==> src/rtl/sram_controller.sv <==
// -----------------------------------------------------------------------------
// sram_controller
// Data-memory responder for the Memory stage. Each 32-bit load/store becomes two
// 16-bit accesses on an external asynchronous SRAM: the LO phase moves bits
// [15:0] at half-word {w,0}, and the HI phase moves bits [31:16] at {w,1}.
// o_ready stays low while an access is in flight, so the pipeline stalls.
//
// Optional feature macro: SRAM_ADDR_CHECK_EN
//   If it is defined, a request whose address is out of range or misaligned
//   completes at once and pulses o_err. There is no SRAM activity.
//   If it is undefined, the address is truncated silently and o_err is 0.
//
// state | meaning
// IDLE  | waiting for a request; o_ready = no request present
// LO    | low half-word access, ACCESS_CYCLES cycles
// HI    | high half-word access, ACCESS_CYCLES cycles
// DONE  | one-cycle completion, o_ready = 1
//
// Ports:
//   i_clk, i_rst                 clock, async active-high reset
//   i_wr_en, i_rd_en             store / load request (held until ready)
//   i_addr, i_wr_data            byte address, store data
//   o_rd_data, o_ready, o_err    load data, handshake, access fault
//   o_sram_addr                  SRAM half-word address
//   o_sram_dq_out, o_sram_dq_oe  SRAM write data and its bus drive enable
//   i_sram_dq_in                 SRAM read data
//   o_sram_we_n                  SRAM write strobe, active-low
// -----------------------------------------------------------------------------
module sram_controller #(
  parameter int          ACCESS_CYCLES = 2,
  parameter logic [31:0] BASE_ADDR     = 32'd1024
) (
  input  logic        i_clk,
  input  logic        i_rst,
  input  logic        i_wr_en,
  input  logic        i_rd_en,
  input  logic [31:0] i_addr,
  input  logic [31:0] i_wr_data,
  output logic [31:0] o_rd_data,
  output logic        o_ready,
  output logic        o_err,
  output logic [17:0] o_sram_addr,
  output logic [15:0] o_sram_dq_out,
  output logic        o_sram_dq_oe,
  input  logic [15:0] i_sram_dq_in,
  output logic        o_sram_we_n
);

  localparam logic [1:0] S_IDLE = 2'd0;
  localparam logic [1:0] S_LO   = 2'd1;
  localparam logic [1:0] S_HI   = 2'd2;
  localparam logic [1:0] S_DONE = 2'd3;

  localparam logic [3:0] LAST_CNT = 4'(ACCESS_CYCLES - 1);

  logic [1:0]  r_state;
  logic [1:0]  w_nxt_state;
  logic [3:0]  r_cnt;
  logic [3:0]  w_nxt_cnt;
  logic        r_is_wr;
  logic [16:0] r_word;
  logic [31:0] r_wdata;

  logic        w_req;
  logic        w_last;
  logic        w_bad;
  logic [31:0] w_offset;
  logic [16:0] w_in_word;
  logic        w_op_wr;
  logic [16:0] w_word;
  logic [31:0] w_wdata;
  logic        w_nxt_active;

  assign w_req     = i_wr_en | i_rd_en;
  assign w_last    = (r_cnt == LAST_CNT);
  assign w_offset  = i_addr - BASE_ADDR;
  assign w_in_word = w_offset[18:2];

`ifdef SRAM_ADDR_CHECK_EN
  // Fault: below the base, not word-aligned, or the word index needs more than 17 bits.
  assign w_bad = (i_addr < BASE_ADDR) | (i_addr[1:0] != 2'b00) | (w_offset[31:19] != 13'd0);
`else
  logic w_unused_offset_bits;
  assign w_unused_offset_bits = ^{w_offset[31:19], w_offset[1:0]};
  assign w_bad = 1'b0;
`endif

  // In IDLE the transaction parameters come straight from the request. That lets
  // the first phase's bus values be registered on the same edge that latches them.
  assign w_op_wr = (r_state == S_IDLE) ? i_wr_en   : r_is_wr;
  assign w_word  = (r_state == S_IDLE) ? w_in_word : r_word;
  assign w_wdata = (r_state == S_IDLE) ? i_wr_data : r_wdata;

  always_comb begin
    w_nxt_state = r_state;
    w_nxt_cnt   = r_cnt;
    case (r_state)
      S_IDLE: begin
        w_nxt_cnt = 4'd0;
        if (w_req) w_nxt_state = w_bad ? S_DONE : S_LO;
      end
      S_LO: begin
        if (w_last) begin
          w_nxt_state = S_HI;
          w_nxt_cnt   = 4'd0;
        end else begin
          w_nxt_cnt = r_cnt + 4'd1;
        end
      end
      S_HI: begin
        if (w_last) begin
          w_nxt_state = S_DONE;
          w_nxt_cnt   = 4'd0;
        end else begin
          w_nxt_cnt = r_cnt + 4'd1;
        end
      end
      default: begin
        w_nxt_state = S_IDLE;
        w_nxt_cnt   = 4'd0;
      end
    endcase
  end

  assign w_nxt_active = (w_nxt_state == S_LO) || (w_nxt_state == S_HI);

  always_ff @(posedge i_clk or posedge i_rst) begin
    if (i_rst) begin
      r_state       <= S_IDLE;
      r_cnt         <= 4'd0;
      r_is_wr       <= 1'b0;
      r_word        <= 17'd0;
      r_wdata       <= 32'd0;
      o_sram_addr   <= 18'd0;
      o_sram_dq_out <= 16'd0;
      o_sram_dq_oe  <= 1'b0;
      o_sram_we_n   <= 1'b1;
      o_rd_data     <= 32'd0;
    end else begin
      r_state <= w_nxt_state;
      r_cnt   <= w_nxt_cnt;

      if (r_state == S_IDLE && w_req) begin
        r_is_wr <= i_wr_en;
        r_word  <= w_in_word;
        r_wdata <= i_wr_data;
      end

      if (w_nxt_active) begin
        o_sram_addr  <= {w_word, (w_nxt_state == S_HI)};
        o_sram_dq_oe <= w_op_wr;
        if (w_op_wr)
          o_sram_dq_out <= (w_nxt_state == S_HI) ? w_wdata[31:16] : w_wdata[15:0];
        // The strobe is released for the phase's last cycle, so address and data
        // stay valid one cycle past the rising edge of we_n.
        o_sram_we_n <= ~(w_op_wr && (w_nxt_cnt != LAST_CNT));
      end else begin
        o_sram_dq_oe <= 1'b0;
        o_sram_we_n  <= 1'b1;
      end

      if (!r_is_wr && w_last) begin
        if (r_state == S_LO) o_rd_data[15:0]  <= i_sram_dq_in;
        if (r_state == S_HI) o_rd_data[31:16] <= i_sram_dq_in;
      end
    end
  end

`ifdef SRAM_ADDR_CHECK_EN
  logic r_err;
  always_ff @(posedge i_clk or posedge i_rst) begin
    if (i_rst) r_err <= 1'b0;
    else       r_err <= (r_state == S_IDLE) && w_req && w_bad;
  end
  assign o_err = r_err;
`else
  assign o_err = 1'b0;
`endif

  assign o_ready = ((r_state == S_IDLE) && !w_req) || (r_state == S_DONE);

endmodule

==> config.mk <==
export PLATFORM = sky130hd
export DESIGN_NAME = sram_controller
export DESIGN_NICKNAME = d
export VERILOG_FILES = /design/src/rtl/sram_controller.sv
export SDC_FILE = /design/constraint.sdc
export NUM_CORES = 1
export LEC_CHECK = 0
export BUFFER_PORTS_ARGS = -buffer_cell sky130_fd_sc_hd__buf_2
export CAP_MARGIN = 30
export CORE_ASPECT_RATIO = 1.75
export CORE_MARGIN = 3
export CORE_UTILIZATION = 40
export DETAILED_ROUTE_END_ITERATION = 8
export PLACE_DENSITY = 0.75
export SYNTH_ARGS = -nofsm -noshare
export SYNTH_HDL_FRONTEND = slang
export SYNTH_SLANG_ARGS = --single-unit
export TNS_END_PERCENT = 50
==> constraint.sdc <==
create_clock -name i_clk -period 5.2 [get_ports i_clk]
set_clock_uncertainty 0.15 [all_clocks]
set_input_delay 0.78 -clock i_clk [delete_from_list [all_inputs] [get_ports i_clk]]
set_output_delay 0.78 -clock i_clk [all_outputs]
set_load 0.05 [all_outputs]
==> results of run 1 <==
==> metal layers <==
metal / track usage / wire (um) / vias up
met2: 0.308 / 6770 / 99
met4: 0.0598 / 182 / 0
met5: 0 / 0 / -
met1: 0.181 / 4490 / 1804
met3: 0.0422 / 679 / 12
li1: - / - / 1680
==> kinds of logic after synthesis <==
logic type / Yosys count / share of synthesized area
simple gates: 63 / 0.0643
other cells: 1 / 0.000672
mux: 114 / 0.274
buf+inv: 30 / 0.0280
compound gates: 43 / 0.0444
fa+ha+maj: 9 / 0.0202
xor+xnor: 8 / 0.0126
flops: 124 / 0.556
==> layout make-up <==
cell class	count	area, sq um
Clock inverter	11	166
Inverter	9	36.3
Tap cell	174	218
Sequential cell	124	3100
Multi-Input combinational cell	238	2330
Fill cell	1144	6460
Clock buffer	21	460
Timing Repair Buffer	143	751
==> stage by stage <==
stage	utilization	instance area [sq um]	instances	hold WS, ps
floorplan	-	5580	392	292
global placement	0.474	6410	687	303
detailed placement	0.476	6440	688	318
CTS	0.523	7070	720	208
global route	0.523	7070	720	219
finish	0.523	7070	720	207
==> synth_stat cells (6+ instances only) <==
| cell | instances |
|---|---|
| sky130_fd_sc_hd__mux2_2 | 69 |
| sky130_fd_sc_hd__inv_1 | 9 |
| sky130_fd_sc_hd__xnor2_1 | 8 |
| sky130_fd_sc_hd__clkbuf_1 | 6 |
| sky130_fd_sc_hd__buf_2 | 10 |
| sky130_fd_sc_hd__dfrtp_1 | 123 |
| sky130_fd_sc_hd__mux4_2 | 16 |
| sky130_fd_sc_hd__a21oi_1 | 6 |
| sky130_fd_sc_hd__mux2_4 | 20 |
| sky130_fd_sc_hd__mux2i_1 | 9 |
| sky130_fd_sc_hd__nand2_1 | 26 |
| sky130_fd_sc_hd__o21ai_0 | 26 |
| sky130_fd_sc_hd__nor3_1 | 9 |
| sky130_fd_sc_hd__ha_1 | 9 |
| sky130_fd_sc_hd__nor2_1 | 9 |
==> sequential cells by signal, indices dropped and copies added (netlist names) <==
register,flops
o_rd_data,32
r_wdata,32
o_sram_addr,18
r_word,17
o_sram_dq_out,16
r_cnt,4
r_state,2
o_sram_dq_oe,1
o_sram_we_n,1
r_is_wr,1
==> worst paths after layout <==
check / slack [ps] / from / end / cells after the start
setup / recovery: 1420 / r_state[0]$_DFF_PP0_ / o_sram_dq_out[9]$_DFFE_PP0P_ / 9
setup reg to reg: 1420 / r_state[0]$_DFF_PP0_ / o_sram_dq_out[9]$_DFFE_PP0P_ / 9
min in group i_clk: 330 / r_word[16]$_DFFE_PP0P_ / r_word[16]$_DFFE_PP0P_ / 2
max in group asynchronous: 3730 / i_rst / o_rd_data[30]$_DFFE_PP0P_ / 3
hold reg to reg: 330 / r_word[16]$_DFFE_PP0P_ / r_word[16]$_DFFE_PP0P_ / 2
hold / removal: 210 / i_rst / o_sram_dq_out[9]$_DFFE_PP0P_ / 2
==> worst max-delay path, cell delays in order (launching register included) <==
cell and delay [ps]:
sky130_fd_sc_hd__dfrtp_1 410, sky130_fd_sc_hd__inv_1 130, sky130_fd_sc_hd__ha_2 640, sky130_fd_sc_hd__inv_1 230
sky130_fd_sc_hd__nor3_1 230, sky130_fd_sc_hd__nor3_1 70, sky130_fd_sc_hd__nor3_1 220, sky130_fd_sc_hd__ha_1 870
sky130_fd_sc_hd__mux4_2 420, sky130_fd_sc_hd__mux2_2 280
==> results.md, run 1 <==
Outcome:
- The run finished with clean final reports.

Placement:
- The HPWL after detailed placement is slightly below 9 mm.
- The worst slack after detailed placement is 1380 ps.
- The last weighted congestion value of the routability-driven placer is 0.734.
- The number of I/O port buffers is 137.

Layout:
- The most common cell after layout, fill and taps aside is sky130_fd_sc_hd__buf_2.
- The repair_antennas step left the layout with diodes totalling 0.
- The fraction of final layout cells with drive strength greater than 1 is 0.535.
- The growth of design area from synthesis to finish is 26.6%.
- In the layout the commonest cells are sky130_fd_sc_hd__buf_2 (137), sky130_fd_sc_hd__dfrtp_1 (123), sky130_fd_sc_hd__mux2_2 (69), sky130_fd_sc_hd__nand2_1 (26), sky130_fd_sc_hd__o21ai_0 (26).
- After the last flow step, the layout net total stands at 626.

Detailed routing:
- The average via count per standard cell is about 5.0.
- The first routing iteration left 66 violations.
- The pre-antenna-repair detailed-routing pass consisted of 4 iterations.
- In this run the remaining antenna-violating nets after routing total 0.
- The aggregate routed wire length is ~12 mm.
- The per-cell routed wire length is 16.8 um.
- The total via count after detailed routing is 3595.
- In the routed design, unresolved DRC markers number 0.

Flow run:
- Across the run, the number of max-cap violations was 0.

Clock network:
- The clock latency on the worst-skew pair is roughly 400 ps.
- The buffer cell driving the clock tree root is sky130_fd_sc_hd__clkbuf_16.
- The maximum clock insertion buffer count is 2.
- The post-cts repair resize count is 0.
- Counting every sink on the clock net gives 124.
- The clock tree synthesis step divided the H-tree into 4 levels.
- After clock tree synthesis, the clock-pin slew on the worst setup and hold paths is ~60 ps.
- The number of buffers added to fix hold violations after cts is 0.
- The post-CTS setup repair buffer count is 0.
- TritonCTS built the clock tree.
- The number of clock buffers added by TritonCTS is 17.

Floorplanning:
- The core region is 13500 sq um.
- The die covers 15500 sq um.
- Measured along the x axis, the die boundary spans 95.3 um.
- The initial core utilization is 0.413.
- The placement row count is 56.
- The number of ports placed on the die boundary is 154.
- The die extent in y is 162 um.

Setup path:
- Of all nets on the critical path, the largest fanout is 26.
- The worst setup path is launched from a flip-flop.
- The critical path in this run is classified as flip-flop to flip-flop.
- STA classifies the critical path endpoint as a flip-flop.
- For the worst setup path, the data required time is about 5300 ps.
- The data arrival time of the critical path is 3920 ps.

Synth:
- Of all cell types, the one taking the most synthesized area is sky130_fd_sc_hd__dfrtp_1.
- The number of cells produced by synthesis is 392.
- By area the synthesized netlist is led by sky130_fd_sc_hd__dfrtp_1 (55%), sky130_fd_sc_hd__mux2_2 (14%), sky130_fd_sc_hd__mux4_2 (6.5%).
- For this run, the number of Yosys warnings is 0.
- Synthesis instantiated 42 different standard cells from the library.
- The top-area cell type share of the netlist area is 0.551.
- Counting every net in the synthesized netlist gives approximately 490.
- Each instance of the synthesized netlist takes up on average 14.2 sq um.
- The most used flip-flop cell after synthesis is sky130_fd_sc_hd__dfrtp_1.
- In this run, synthesis inferred 0 flip-flops with an integrated enable.
- For this run, the register share of the synthesized area comes to 0.556.
- Synthesis inferred approximately 120 register bits.
- The fraction of synthesis flops using an asynchronous set or reset pin is 1.00.
- The cell area after synthesis is 5580 sq um.

GRT:
- The via count of the first global-routing pass is ~4100.
- The initial antenna violation count is 0.
- The largest net degree at the start of global routing is just under 60.
- The total global-route track usage is 0.168.
- The first global-routing pass estimated 20.0 mm of wire.
- The overall overflow remaining after global route is 0.

Timing:
- In the final timing run, aggregate negative setup slack is 0 ps.
- The transition time at the pin with the least slew margin is approximately 1000 ps.
- The final critical-path setup slack is 1420 ps.
- In the finished design, the share of the clock period the worst path needs comes to 0.728.
- Setup violations remaining at the end of the flow were counted as 0.
- Static timing analysis puts the maximum clock frequency at 0.264 GHz.
- The number of pins exceeding their max-slew limit in the final report is 0.
- The total count of hold-check failures in the final report is 0.
- Setup repair after global routing left no endpoint under its margin.
- For the finished layout, the period the worst path requires is 3780 ps.
- The normalized max-slew margin is 0.334.

Min path:
- The worst hold path class is input port to asynchronous set/reset pin.
Power of run 1 is left out: the tool's default activity adds up to more than one toggle a clock period on the data nets, which glitch-free logic cannot reach.
==> run 2, diff against run 1 <==
ABC_AREA = 1   (was default)
clock period = 3.6 ns   (was 5.2 ns; I/O delays follow)
==> run 2 against run 1 <==
Hold slack got worse by 120 ps. Via count increased by 31%. Global-route usage increased by 0.88 points.
==> results.md, run 2 <==
Setup path:
- The start point of the critical path is r_state[0]$_DFF_PP0_.
- The cell with the biggest individual delay on the critical path is sky130_fd_sc_hd__dfrtp_1.
- The data arrival time of the critical path is 2870 ps.
- The worst flop-to-flop path endpoint is o_sram_dq_out[7]$_DFFE_PP0P_.
- STA classifies the critical path endpoint as a flip-flop.
- The logic depth of the worst register-to-register path is 13.
- Along the worst path, the maximum fanout reaches 34.
- The startpoint of the worst register-to-register path is r_state[0]$_DFF_PP0_.
- The critical path goes through inv_1 > ha_2 > inv_1 > buf_4 > nor2_4 > nor2_1 > o21ai_0 > nand3_1 > ha_1 > a21oi_4 > buf_4 > nor2_1 > a31oi_1.
- The register-to-register setup slack is around 890 ps.
- The critical path is of the flip-flop to flip-flop type.
- The data required time at the worst endpoint is 3760 ps.
- The critical path's largest stage delay is 430 ps.
- STA classifies the critical path startpoint as a flip-flop.

Timing:
- The minimum clock period is 2710 ps.
- The number of pins exceeding their max-slew limit in the final report is 0.
- In this run the tightest slew margin relative to its limit is 0.402.
- Setup violations remaining at the end of the flow were counted as 0.
- Setup total negative slack on the finished layout was measured at 0 ps.
- The maximum operating frequency is 0.369 GHz.
- The final critical-path share of the clock period is 0.753.
- The total count of hold-check failures in the final report is 0.
- Setup repair after global routing left no endpoint under its margin.
- The transition time at the pin with the least slew margin is between 800 and 900 ps.

Layout:
- The layout has 1304 filler cells.
- In the layout the commonest cells are sky130_fd_sc_hd__nand2_1 (162), sky130_fd_sc_hd__buf_2 (137), sky130_fd_sc_hd__dfrtp_1 (123), sky130_fd_sc_hd__o21ai_0 (89), sky130_fd_sc_hd__inv_1 (72).
- The sequential standard cell area is 3100 sq um.
- The most common cell after layout, fill and taps aside is sky130_fd_sc_hd__nand2_1.
- Of the cells placed in the final design, the portion with a size suffix greater than 1 is 0.238.
- The post-route non-filler standard cell count is 967.
- The number of nets in the final layout is 873.
- The number of antenna cells inserted is 0.
- The core occupancy in the finished layout is 0.520.
- Relative to the synthesized area, the layout overhead comes to 26.5%.
- The largest registers in the layout are o_rd_data: 32 flops, r_wdata: 32 flops, o_sram_addr: 18 flops.
- Summing all multi-input logic gate instances after layout gives 1990 sq um.
- Summing all non-filler instances in the final layout gives an area of 7040 sq um.

Synth:
- The net count of the mapped netlist is 744.
- The cell with the most instances after synthesis is sky130_fd_sc_hd__nand2_1.
- The top-area cell type share of the netlist area is 0.553.
- The largest area contributor in the netlist is sky130_fd_sc_hd__dfrtp_1.
- The synthesized netlist occupies a cell area of roughly 5600 sq um.
- Counting flops with a built-in enable in the synthesized netlist gives 0.
- Counting distinct cell types in the post-synthesis netlist gives 29.
- The fraction of synthesis flops using an asynchronous set or reset pin is 1.00.
- The flip-flop and latch count after synthesis is roughly 120.
- The Yosys step of the flow raised 0 warnings.
- By area the synthesized netlist is led by sky130_fd_sc_hd__dfrtp_1 (55%), sky130_fd_sc_hd__nand2_1 (11%), sky130_fd_sc_hd__o21ai_0 (8.0%).
- Ranked by instance count, the synthesized netlist is headed by sky130_fd_sc_hd__nand2_1 (162), sky130_fd_sc_hd__dfrtp_1 (123), sky130_fd_sc_hd__o21ai_0 (89).
- The cell count after synthesis came out at 651.
- Among all flip-flop cells after synthesis, the most frequent one is sky130_fd_sc_hd__dfrtp_1.
- The average instance in the mapped netlist occupies 8.54 sq um.
- Of the synthesized area, sequential elements account for 0.558.

Detailed routing:
- The average via count per standard cell is roughly 5.
- For this block, the routed nets add up to 12.9 mm of wire.
- For this run, design rule violations remaining after detail routing come to 0.
- The per-cell routed wire length is ~13 um.
- The detailed router placed between 4000 and 5000 vias in this run.
- The detailed router finished its first iteration with around 260 violations.
- In this run the remaining antenna-violating nets after routing total 0.
- The number of iterations in the first detailed-routing pass is 5.

Placement:
- In this run, placement finished with an instance count of between 900 and 1000.
- The last weighted congestion value of the routability-driven placer is 0.829.
- The number of I/O port buffers is 137.
- The post-detailed-placement cell area is about 6400 sq um.
- The final HPWL from detailed placement is 8.95 mm.

Floorplanning:
- The floorplan has 56 rows.
- The width of the die is 95.1 um.
- For this configuration, the core starts out at a cell density of 0.411.
- The overall die area is 15400 sq um.
- In this run the standard cell core region covers 13500 sq um.
- The die extent in y is roughly 160 um.
- In this run the count of I/O pins placed on the die edge is 154.

Clock network:
- The clock latency on the worst-skew pair is 400 ps.
- The count of H-tree levels built during CTS is 4.
- Once the clock tree was built, the setup fixing pass inserted 0 buffers.
- Clock-pin slew was measured on the worst setup and hold paths at 60 ps.
- The buffer cell driving the clock tree root is sky130_fd_sc_hd__clkbuf_16.
- In this run, post-CTS repair resized a total of 0 instances.
- Clock tree synthesis found a total of 124 sinks.
- The maximum clock insertion buffer count is 2.
- The number of buffers inserted during clock tree synthesis is 17.
- TritonCTS built the clock tree.
- The number of buffers added to fix hold violations after cts is 0.

GRT:
- For this run, the total global-route usage over all layers was measured as 0.177.
- The via count of the first global-routing pass is 4500.
- The initial antenna violation count came to 0.
- The largest net degree at the start of global routing is 64.
- The first global-routing pass estimated 21.2 mm of wire.
- The overall overflow remaining after global route is 0.

Flow run:
- The reported max-cap violation count is 0.

Outcome:
- The flow ran to the end, and the final reports show no timing, DRC or antenna violations.

Min path:
- The path class of the tightest hold or removal check is input port to asynchronous set/reset pin.
run 2: final cells by class:
type	count	area share
flip-flops and latches	124	0.441
multi-input cells	414	0.282
repair buffers	149	0.115
clock buffers	17	0.0604
inverters	74	0.0400
well taps	174	0.0309
clock inverters	15	0.0302
run 2: cell families (layout without fill, tap and decap cells):
family | count (synthesis) | in the layout | synth area share
AO/OA/AOI/OAI | 174 | 174 | 0.171
XOR/XNOR | 4 | 4 | 0.00630
adder cells (fa/ha/maj) | 9 | 9 | 0.0202
buffers and inverters | 113 | 255 | 0.0848
flip-flops | 124 | 124 | 0.558
other | 1 | 1 | 0.000674
AND/OR/NAND/NOR | 226 | 226 | 0.159
run 2: per-stage QoR:
| stage | hold slack (ps) | worst slack, ps |
|---|---|---|
| 2_1_floorplan | 292 | 653 |
| 3_3_place_gp | 303 | 929 |
| 3_5_place_dp | 309 | 884 |
| 4_1_cts | 94.5 | 874 |
| 5_1_grt | 129 | 668 |
| 6_report | 91.4 | 890 |
run 2: layer usage:
layer | vias to the layer above | wire (um) | GRT usage
li1 | 2355 | - | -
met1 | 2207 | 5350 | 0.216
met2 | 130 | 6650 | 0.293
met3 | 13 | 683 | 0.0352
met4 | 0 | 250 | 0.0867
met5 | - | 0 | 0
run 2: critical path: cells and delay by family, from the launching register on:
family	cells	cell delay, ps
adder cells (fa/ha/maj)	2	590
AO/OA/AOI/OAI	3	370
buffers and inverters	4	740
flip-flops	1	430
AND/OR/NAND/NOR	4	350
run 2: worst max-delay path by stage:
stage | end | slack, ps | cells after the start
floorplan | o_ready | 650 | 6
global placement | o_sram_addr[13]$_DFFE_PP0P_ | 930 | 13
detailed placement | o_sram_addr[13]$_DFFE_PP0P_ | 880 | 13
CTS | o_sram_addr[13]$_DFFE_PP0P_ | 870 | 13
global route | o_sram_addr[13]$_DFFE_PP0P_ | 670 | 13
finish | o_sram_dq_out[7]$_DFFE_PP0P_ | 890 | 13
Power of run 2 is left out for the same reason.
==> run 3, diff against run 2 <==
ABC_AREA = 0   (was 1)
PLACE_DENSITY = 0.77   (was 0.75)
clock period = 2.45 ns   (was 3.6 ns; I/O delays follow)
==> run 3 against run 2 <==
The run now ends with negative hold slack, negative setup slack left. Final cell count shrank 23%. Wire length down 0.73%. Clock-buffer cell count up 5. Critical endpoint is now o_sram_dq_out[2]$_DFFE_PP0P_. Largest cell class unchanged.
==> results.md, run 3 (synthesized netlist as in run 1, its figures left out) <==
Outcome:
- The flow ran to the end, but the final reports show violations.
- The checks that failed: negative hold slack, negative setup slack.

Timing:
- Setup repair after global routing could not meet its margin everywhere.
- The minimum clock period is about 2700 ps.
- In the post-route analysis, the smallest setup slack over all paths is -239 ps.
- The number of pins exceeding their max-slew limit in the final report came to 0.
- The transition time at the pin with the least slew margin is 701 ps.
- The final sum of negative setup slack is -4090 ps.
- The normalized max-slew margin is 0.533.
- The final critical-path share of the clock period is 1.10.
- The final number of setup-violating endpoints is 30.
- The tightest hold path in the finished design has a slack of -28.2 ps.
- The total count of hold-check failures in the final report is 5.
- For this run, the top clock speed supported by timing is between 0.3 and 0.4 GHz.

Setup path:
- The critical path start-end classification is flip-flop to flip-flop.
- The startpoint of the worst register-to-register path is r_cnt[1]$_DFF_PP0_.
- The worst register-to-register path has a setup slack of -240 ps.
- The critical path starts at r_cnt[1]$_DFF_PP0_.
- The number of cells on the worst reg-to-reg path is 10.
- The maximum fanout encountered on the critical timing path is 7.
- STA classifies the critical path startpoint as a flip-flop.
- At the worst endpoint, the arrival time is 2820 ps.
- STA puts the critical path data required time at roughly 2600 ps.
- The endpoint class of the critical path is a flip-flop.

Floorplanning:
- The initial core utilization is 0.413.
- The number of ports placed on the die boundary is 154.
- The initialized floorplan defines 56 standard-cell rows.
- The area of the placeable core is about 14000 sq um.
- The die extent in y is 162 um.
- Measured along the x axis, the die boundary spans 95.3 um.
- The overall die area is about 15000 sq um.

Clock network:
- TritonCTS created 17 clock buffers.
- CTS placed an instance of sky130_fd_sc_hd__clkbuf_16 at the clock tree root.
- The clock net sink count is approximately 120.
- The clock latency on the worst-skew pair is 400 ps.
- Buffers inserted to repair hold after CTS numbered 0.
- No sink is reached through more buffers than the 2 on the longest clock path.
- The CTS clock-pin slew for the worst setup and hold paths is 60 ps.
- The count of H-tree levels built during CTS is 4.
- The TritonCTS clock tree is yes.

Placement:
- The wire-length estimate of the detail-placed layout is between 8 and 9 mm.
- The post-detailed-placement cell area is 6580 sq um.
- At the end of routability-driven placement, the weighted congestion stood at 0.787.
- Input and output buffers added on the ports amount to 137.

Layout:
- The fraction of final layout cells with drive strength greater than 1 is 0.566.
- The sequential cells in the finished layout cover a total of 3100 sq um.
- In the layout the commonest cells are sky130_fd_sc_hd__buf_2 (137), sky130_fd_sc_hd__dfrtp_1 (123), sky130_fd_sc_hd__mux2_2 (55), sky130_fd_sc_hd__mux2_4 (34), sky130_fd_sc_hd__nand2_1 (25).
- The number of nets in the final layout is 649.
- The multi-input combinational cells in the finished layout cover a total of 2430 sq um.
- The number of antenna diodes in the final layout is 0.
- The growth of design area from synthesis to finish is 32.5%.
- Leaving out fill and tap cells, the most frequent cell in the layout is sky130_fd_sc_hd__buf_2.
- After routing the design area is 7400 sq um.
- The filler cell count is 1152.
- In the final layout, the registers with the most flip-flops are o_rd_data: 32 flops, r_wdata: 32 flops, o_sram_addr: 18 flops.

Detailed routing:
- After detailed routing, the number of vias per cell comes to approximately 5.
- The remaining number of nets flagged by the antenna check after routing is 0.
- The total via count after detailed routing is 3719.
- For this block, the initial DRC count from the detailed router was between 100 and 150.
- The post-detailed-route DRC marker count is 0.
- The first TritonRoute pass finished after 4 iterations.
- The final layout contains routed wiring with a total length of between 10 and 15 mm.
- Dividing the detail-routed wire length by the instance count gives roughly 17 um.

Min path:
- The min-delay analysis places its worst path in the category input port to asynchronous set/reset pin.

GRT:
- Global routing finished with a remaining overflow of 0.
- In the global route stage, overall resource usage came out at 0.176.
- The wire length of the first global-routing pass is 20.8 mm.
- The via count of the first global-routing pass is 4149.
- The initial antenna violation count is 0.
- The largest net degree at the start of global routing is 125.

Flow run:
- The reported max-cap violation count is 0.
## run 3: worst paths after layout
| path | to |
|---|---|
| hold / removal | r_wdata[11]$_DFFE_PP0P_ |
| hold reg to reg | r_word[12]$_DFFE_PP0P_ |
| max in group asynchronous | o_rd_data[3]$_DFFE_PP0P_ |
| setup reg to reg | o_sram_dq_out[2]$_DFFE_PP0P_ |
| setup / recovery | o_sram_dq_out[2]$_DFFE_PP0P_ |
| min in group i_clk | o_rd_data[13]$_DFFE_PP0P_ |
## run 3: metrics by stage
| stage | std cells | setup slack, ps | utilization |
|---|---|---|---|
| floorplan | 392 | -758 | - |
| global placement | 704 | -222 | 0.486 |
| detailed placement | 704 | -316 | 0.486 |
| CTS | 743 | -234 | 0.546 |
| global route | 743 | -338 | 0.547 |
| finish | 743 | -239 | 0.547 |
## run 3: cell type report
cell class,count,area share
Sequential cell,124,0.420
Multi-Input combinational cell,238,0.329
Timing Repair Buffer,166,0.135
Clock buffer,22,0.0627
Tap cell,174,0.0294
Clock inverter,10,0.0189
Inverter,9,0.00507
## run 3: timing repair
item	CTS	global route
setup buffers	5	0
gates resized for setup	32	6
pin swaps	4	0
gates cloned	2	1
setup endpoints to repair	33	35
## run 3: worst max-delay path, stage by stage (launching register included)
cell and delay [ps]:
sky130_fd_sc_hd__dfrtp_1 370, sky130_fd_sc_hd__inv_1 60, sky130_fd_sc_hd__ha_2 170, sky130_fd_sc_hd__or3b_4 380, sky130_fd_sc_hd__a211o_2 310, sky130_fd_sc_hd__nand2_2 80, sky130_fd_sc_hd__a21o_1 150, sky130_fd_sc_hd__ha_4 190
sky130_fd_sc_hd__buf_12 140, sky130_fd_sc_hd__mux4_2 310, sky130_fd_sc_hd__mux2_4 270
## run 3: layer usage
layer  track usage  vias to the layer above  part of all wire
li1              -                     1733                 -
met1         0.192                     1869              0.38
met2         0.323                      104              0.56
met3        0.0399                       13             0.049
met4        0.0637                        0             0.016
met5             0                        -                 0
Power of run 3 is left out for the same reason.
